### src/rtl/pwm_capture.sv
// PWM capture: measures period and high time of an asynchronous PWM input in clk cycles.
// Emits a one-cycle result strobe per full period, plus a timeout result when the input is stuck.
//
// state   | meaning
// --------+------------------------------------------------------------
// IDLE    | no reference rising edge yet (after reset or after timeout)
// MEASURE | reference rise seen; next rise reports a full period
module pwm_capture #(
    parameter int WIDTH       = 17,
    parameter int SYNC_STAGES = 2
) (
    input  logic             clk,
    input  logic             reset,
    input  logic             pwm_i,
    output logic [WIDTH-1:0] period_o,
    output logic [WIDTH-1:0] duty_o,
    output logic             valid_o,
    output logic             timeout_o
);

    typedef enum logic {
        IDLE    = 1'b0,
        MEASURE = 1'b1
    } state_t;

    localparam logic [WIDTH-1:0] MAX = '1;

    logic [SYNC_STAGES-1:0] sync_q, sync_d;
    logic                   prev_q, prev_d;
    logic [WIDTH-1:0]       cnt_q, cnt_d;
    logic [WIDTH-1:0]       high_q, high_d;
    logic [WIDTH-1:0]       period_q, period_d;
    logic [WIDTH-1:0]       duty_q, duty_d;
    logic                   valid_q, valid_d;
    logic                   timeout_q, timeout_d;
    state_t                 state_q, state_d;

    logic s;
    logic rise;
    logic fall;

    assign s    = sync_q[SYNC_STAGES-1];
    assign rise = s & ~prev_q;
    assign fall = ~s & prev_q;

    always_comb begin
        sync_d    = {sync_q[SYNC_STAGES-2:0], pwm_i};
        prev_d    = s;
        cnt_d     = cnt_q;
        high_d    = high_q;
        period_d  = period_q;
        duty_d    = duty_q;
        valid_d   = 1'b0;
        timeout_d = timeout_q;
        state_d   = state_q;

        if (rise) begin
            cnt_d = WIDTH'(1);
        end else if (cnt_q != MAX) begin
            cnt_d = cnt_q + WIDTH'(1);
        end

        if (fall && (state_q == MEASURE)) begin
            high_d = cnt_q;
        end

        // A rise beats a simultaneous saturation, so a period of exactly MAX is still reported.
        if (rise) begin
            state_d   = MEASURE;
            timeout_d = 1'b0;
            if (state_q == MEASURE) begin
                period_d = cnt_q;
                duty_d   = high_q;
                valid_d  = 1'b1;
            end
        end else if ((cnt_q == MAX) && !timeout_q) begin
            period_d  = MAX;
            duty_d    = s ? MAX : '0;
            valid_d   = 1'b1;
            timeout_d = 1'b1;
            state_d   = IDLE;
        end
    end

    always_ff @(posedge clk or negedge reset) begin
        if (!reset) begin
            sync_q    <= '0;
            prev_q    <= 1'b0;
            cnt_q     <= '0;
            high_q    <= '0;
            period_q  <= '0;
            duty_q    <= '0;
            valid_q   <= 1'b0;
            timeout_q <= 1'b0;
            state_q   <= IDLE;
        end else begin
            sync_q    <= sync_d;
            prev_q    <= prev_d;
            cnt_q     <= cnt_d;
            high_q    <= high_d;
            period_q  <= period_d;
            duty_q    <= duty_d;
            valid_q   <= valid_d;
            timeout_q <= timeout_d;
            state_q   <= state_d;
        end
    end

    assign period_o  = period_q;
    assign duty_o    = duty_q;
    assign valid_o   = valid_q;
    assign timeout_o = timeout_q;

endmodule

### config.mk
export PLATFORM = sky130hd
export DESIGN_NAME = pwm_capture
export DESIGN_NICKNAME = d
export VERILOG_FILES = /design/src/rtl/pwm_capture.sv
export SDC_FILE = /design/constraint.sdc
export NUM_CORES = 1
export LEC_CHECK = 0
export ABC_AREA = 0
export BUFFER_PORTS_ARGS = -buffer_cell sky130_fd_sc_hd__buf_2
export CAP_MARGIN = 30
export CORE_MARGIN = 2
export CORE_UTILIZATION = 52
export CTS_BUF_LIST = sky130_fd_sc_hd__clkbuf_4 sky130_fd_sc_hd__clkbuf_8
export CTS_CLUSTER_DIAMETER = 80
export DETAILED_ROUTE_END_ITERATION = 6
export GPL_TIMING_DRIVEN = 1
export PLACE_DENSITY = 0.73
export SETUP_SLACK_MARGIN = 0.4
export SLEW_MARGIN = 20
export SYNTH_ARGS = -nofsm -noshare
export SYNTH_HDL_FRONTEND = slang
export SYNTH_SLANG_ARGS = --single-unit
### constraint.sdc
create_clock -name clk -period 3 [get_ports clk]
set_input_delay 0.9 -clock clk [delete_from_list [all_inputs] [get_ports clk]]
set_output_delay 0.9 -clock clk [all_outputs]
set_load 0.02 [all_outputs]
==> run summary <==
sequential area share after synthesis -> 0.624
DR WL/cell -> 14.8 um
Synth Instances -> 254
crit start category -> flip-flop
mux cell area share after synthesis -> 0.0636
P_sw -> 670 uW
Initial Util -> 0.539
1st-iter DRT viols -> 112
total negative setup slack -> 0 ns
main combinational cell family by area after synthesis -> compound AO/OA/AOI/OAI gates
highest routed layer -> met4
complex-gate fraction of the synthesized area -> 0.129
clk buf depth -> 2
M1 WL -> 2730 um
Area after DPL -> 3240 um^2
Net Sw Frac -> 0.276
sequential cell area -> 1860 um^2
xor and xnor area share after synthesis -> 0.0324
HP Class -> reg2reg
final hold violation count -> 0
Design Power -> 2.43 mW
Highest Clock Rate -> 416 MHz
final setup violation count -> 0
commonest non-fill, non-tap cell in the layout -> dfrtp_1
Least-Margin Pin Slew -> 0.883 ns
global-route wire length before repair -> 9300 um
most frequent cells in the layout -> dfrtp_1, o21ai_0, buf_2
Leak -> 1.60 nW
Skew-Pair Late Insertion Delay -> 0.34 ns
Worst Skew -> 0.00690 ns
clock share of power -> 0.351
Die ar. -> 6330 um^2
Tcrit/Tclk final -> 0.802
CTS Hold Bufs -> 0
# placed instances -> 354
setup bufs post-CTS -> 0
GP Congestion -> 0.887
Min Hold Slack -> 0.351 ns
Congestion Overflow GR -> 0
Crit Path Category -> reg2reg
Post-Place Setup Slack -> 0.378 ns
Total Wirelength -> 5460 um
crit path max-delay cell type -> or4_4
CP Capture Type -> flip-flop
crit path time final -> 2.41 ns
Sequential Power Share -> 0.499
total track usage -> 0.195
Area Overhead vs Synth -> 17.5%
area of the multi-input gates -> 1050 um^2
Clock Pin Slew Worst Setup and Hold Paths -> 0.07 ns
DRT Pass-1 Iters -> 5
drt via density -> 5.32
Antenna Cells -> 0
CTS tree -> done
design area -> 3490 um^2
CORE AREA -> 5510 um^2
final worst slack -> 0.593 ns
synth warn -> 0
H-tree depth -> 3
fillers -> 445
Critical Path RT -> 3.28 ns
post-DP HPWL -> 3630 um
Avg Cell Area, Syn -> 11.7 um^2
Total Nets Final -> 298
Cell variety after synth -> 33
WL met2 -> 2370 um
internal power -> 1.76 mW
cells along the critical path -> nand2_1 -> or4_4 -> nor2_2 -> ha_4 -> nand2b_1 -> o21a_1 -> clkinv_1 -> o22a_1
Final Max Tran Viols -> 0
CTS resizes -> 1
PortBufs -> 38
vias in the first global route -> 1,889
I/O pin cnt -> 39
Slew HR -> 0.410
Routed Antenna Nets -> 0
combinational fraction of design power -> 0.149
die width -> 79.6 um
Synth Area in Adders -> 0.00843
CP peak stage delay -> 0.58 ns
met3 routed WL -> 252 um
Post-Syn Nets -> 259
synthesized area -> 2970 um^2
PwrDens -> 696 nW/um^2
max-cap viol count -> 0
clock sinks -> 74
Vias -> 1,970
RSZ-0062 raised after global routing -> no
share of layout cells above drive strength 1 -> 0.289
Root Buffer -> clkbuf_8
Worst Path Arrival -> 2.68 ns
status -> complete, no violations
CP max FO -> 18
placement row count -> 27
Die Y -> 79.6 um
cts bufs inserted -> 9
Core Util, Final -> 0.633
largest net degree at the start of global routing -> 35
Yosys reg bits -> 74
worst vdd ir -> 0.571 mV
simple-gate portion of the synthesized area -> 0.115
reg-to-reg slack, setup -> 0.59 ns
initial antenna violation count -> 0
residual DRC count -> 0
Non-Filler Instances -> 370
==> cell type report <==
class	count	area share
Sequential cell	74	0.533
Multi-Input combinational cell	160	0.301
Timing Repair Buffer	45	0.0732
Clock buffer	11	0.0416
Tap cell	72	0.0258
Clock inverter	5	0.0222
Inverter	3	0.00323
==> registers in the layout (all words and copies together), names as in the netlist <==
register,flops
high_q,17
timeout_o,1
state_q,1
valid_o,1
prev_q,1
duty_o,17
period_o,17
cnt_q,17
sync_q,2
==> routing by layer <==
| metal | vias up | track usage |
|---|---|---|
| li1 | 976 | - |
| met1 | 941 | 0.282 |
| met5 | - | 0 |
| met3 | 8 | 0.0373 |
| met2 | 45 | 0.276 |
| met4 | 0 | 0.112 |
==> cell usage after synthesis <==
cell type / count / area share
or3_1: 3 / 0.0063
nor2_1: 15 / 0.019
a21o_1: 1 / 0.0025
dfrtp_1: 74 / 0.62
mux2i_1: 2 / 0.0067
nor2b_1: 2 / 0.0042
o21ai_0: 40 / 0.067
nand2_1: 25 / 0.032
clkbuf_1: 11 / 0.014
o21a_1: 1 / 0.0025
nand4b_1: 1 / 0.0030
ha_1: 2 / 0.0084
nor4_1: 4 / 0.0084
and4b_1: 1 / 0.0034
nand4_1: 2 / 0.0042
buf_2: 3 / 0.0051
xnor2_1: 8 / 0.024
nand3_1: 3 / 0.0051
a21oi_1: 4 / 0.0067
buf_1: 1 / 0.0013
clkbuf_2: 2 / 0.0034
clkinv_1: 1 / 0.0013
or4_4: 1 / 0.0038
or4_1: 1 / 0.0025
nor3_1: 2 / 0.0034
nand3b_1: 3 / 0.0076
xor2_1: 3 / 0.0089
o22a_1: 17 / 0.050
nand3_4: 1 / 0.0059
or3_2: 1 / 0.0025
nand2b_1: 2 / 0.0042
mux2_2: 15 / 0.057
inv_1: 2 / 0.0025
==> logic make-up after synthesis <==
kind of cell	count (synthesis)
flip-flops	74
XOR/XNOR	11
AO/OA/AOI/OAI	63
AND/OR/NAND/NOR	67
adder cells (fa/ha/maj)	2
buffers and inverters	20
multiplexers	17
==> critical path: cells and delay by family (launching register included) <==
family / cells / cell delay (ns)
simple gates: 4 / 1.02
flops: 1 / 0.45
compound gates: 2 / 0.40
buf+inv: 1 / 0.26
fa+ha+maj: 1 / 0.21
==> final timing paths <==
check / startpoint / to / depth (start not counted)
max: cnt_q[6]$_DFFE_PN0P_ / period_o[7]$_DFFE_PN0P_ / 8
min: sync_q[0]$_DFF_PN0_ / sync_q[1]$_DFF_PN0_ / 0
max in group asynchronous: reset / cnt_q[7]$_DFFE_PN0P_ / 2
min in group asynchronous: reset / high_q[3]$_DFFE_PN0P_ / 1
max reg2reg: cnt_q[6]$_DFFE_PN0P_ / period_o[7]$_DFFE_PN0P_ / 8
min reg2reg: sync_q[0]$_DFF_PN0_ / sync_q[1]$_DFF_PN0_ / 0
==> power groups by stage <==
stage,clock network [mW],logic [mW],registers [mW]
6_report,0.852,0.363,1.21
5_1_grt,0.905,0.404,1.23
4_1_cts,0.864,0.369,1.21
3_5_place_dp,0,0.367,1.23
3_3_place_gp,0,0.357,1.23
2_1_floorplan,0,0.184,1.27
Power figures use the tool's default switching activity.
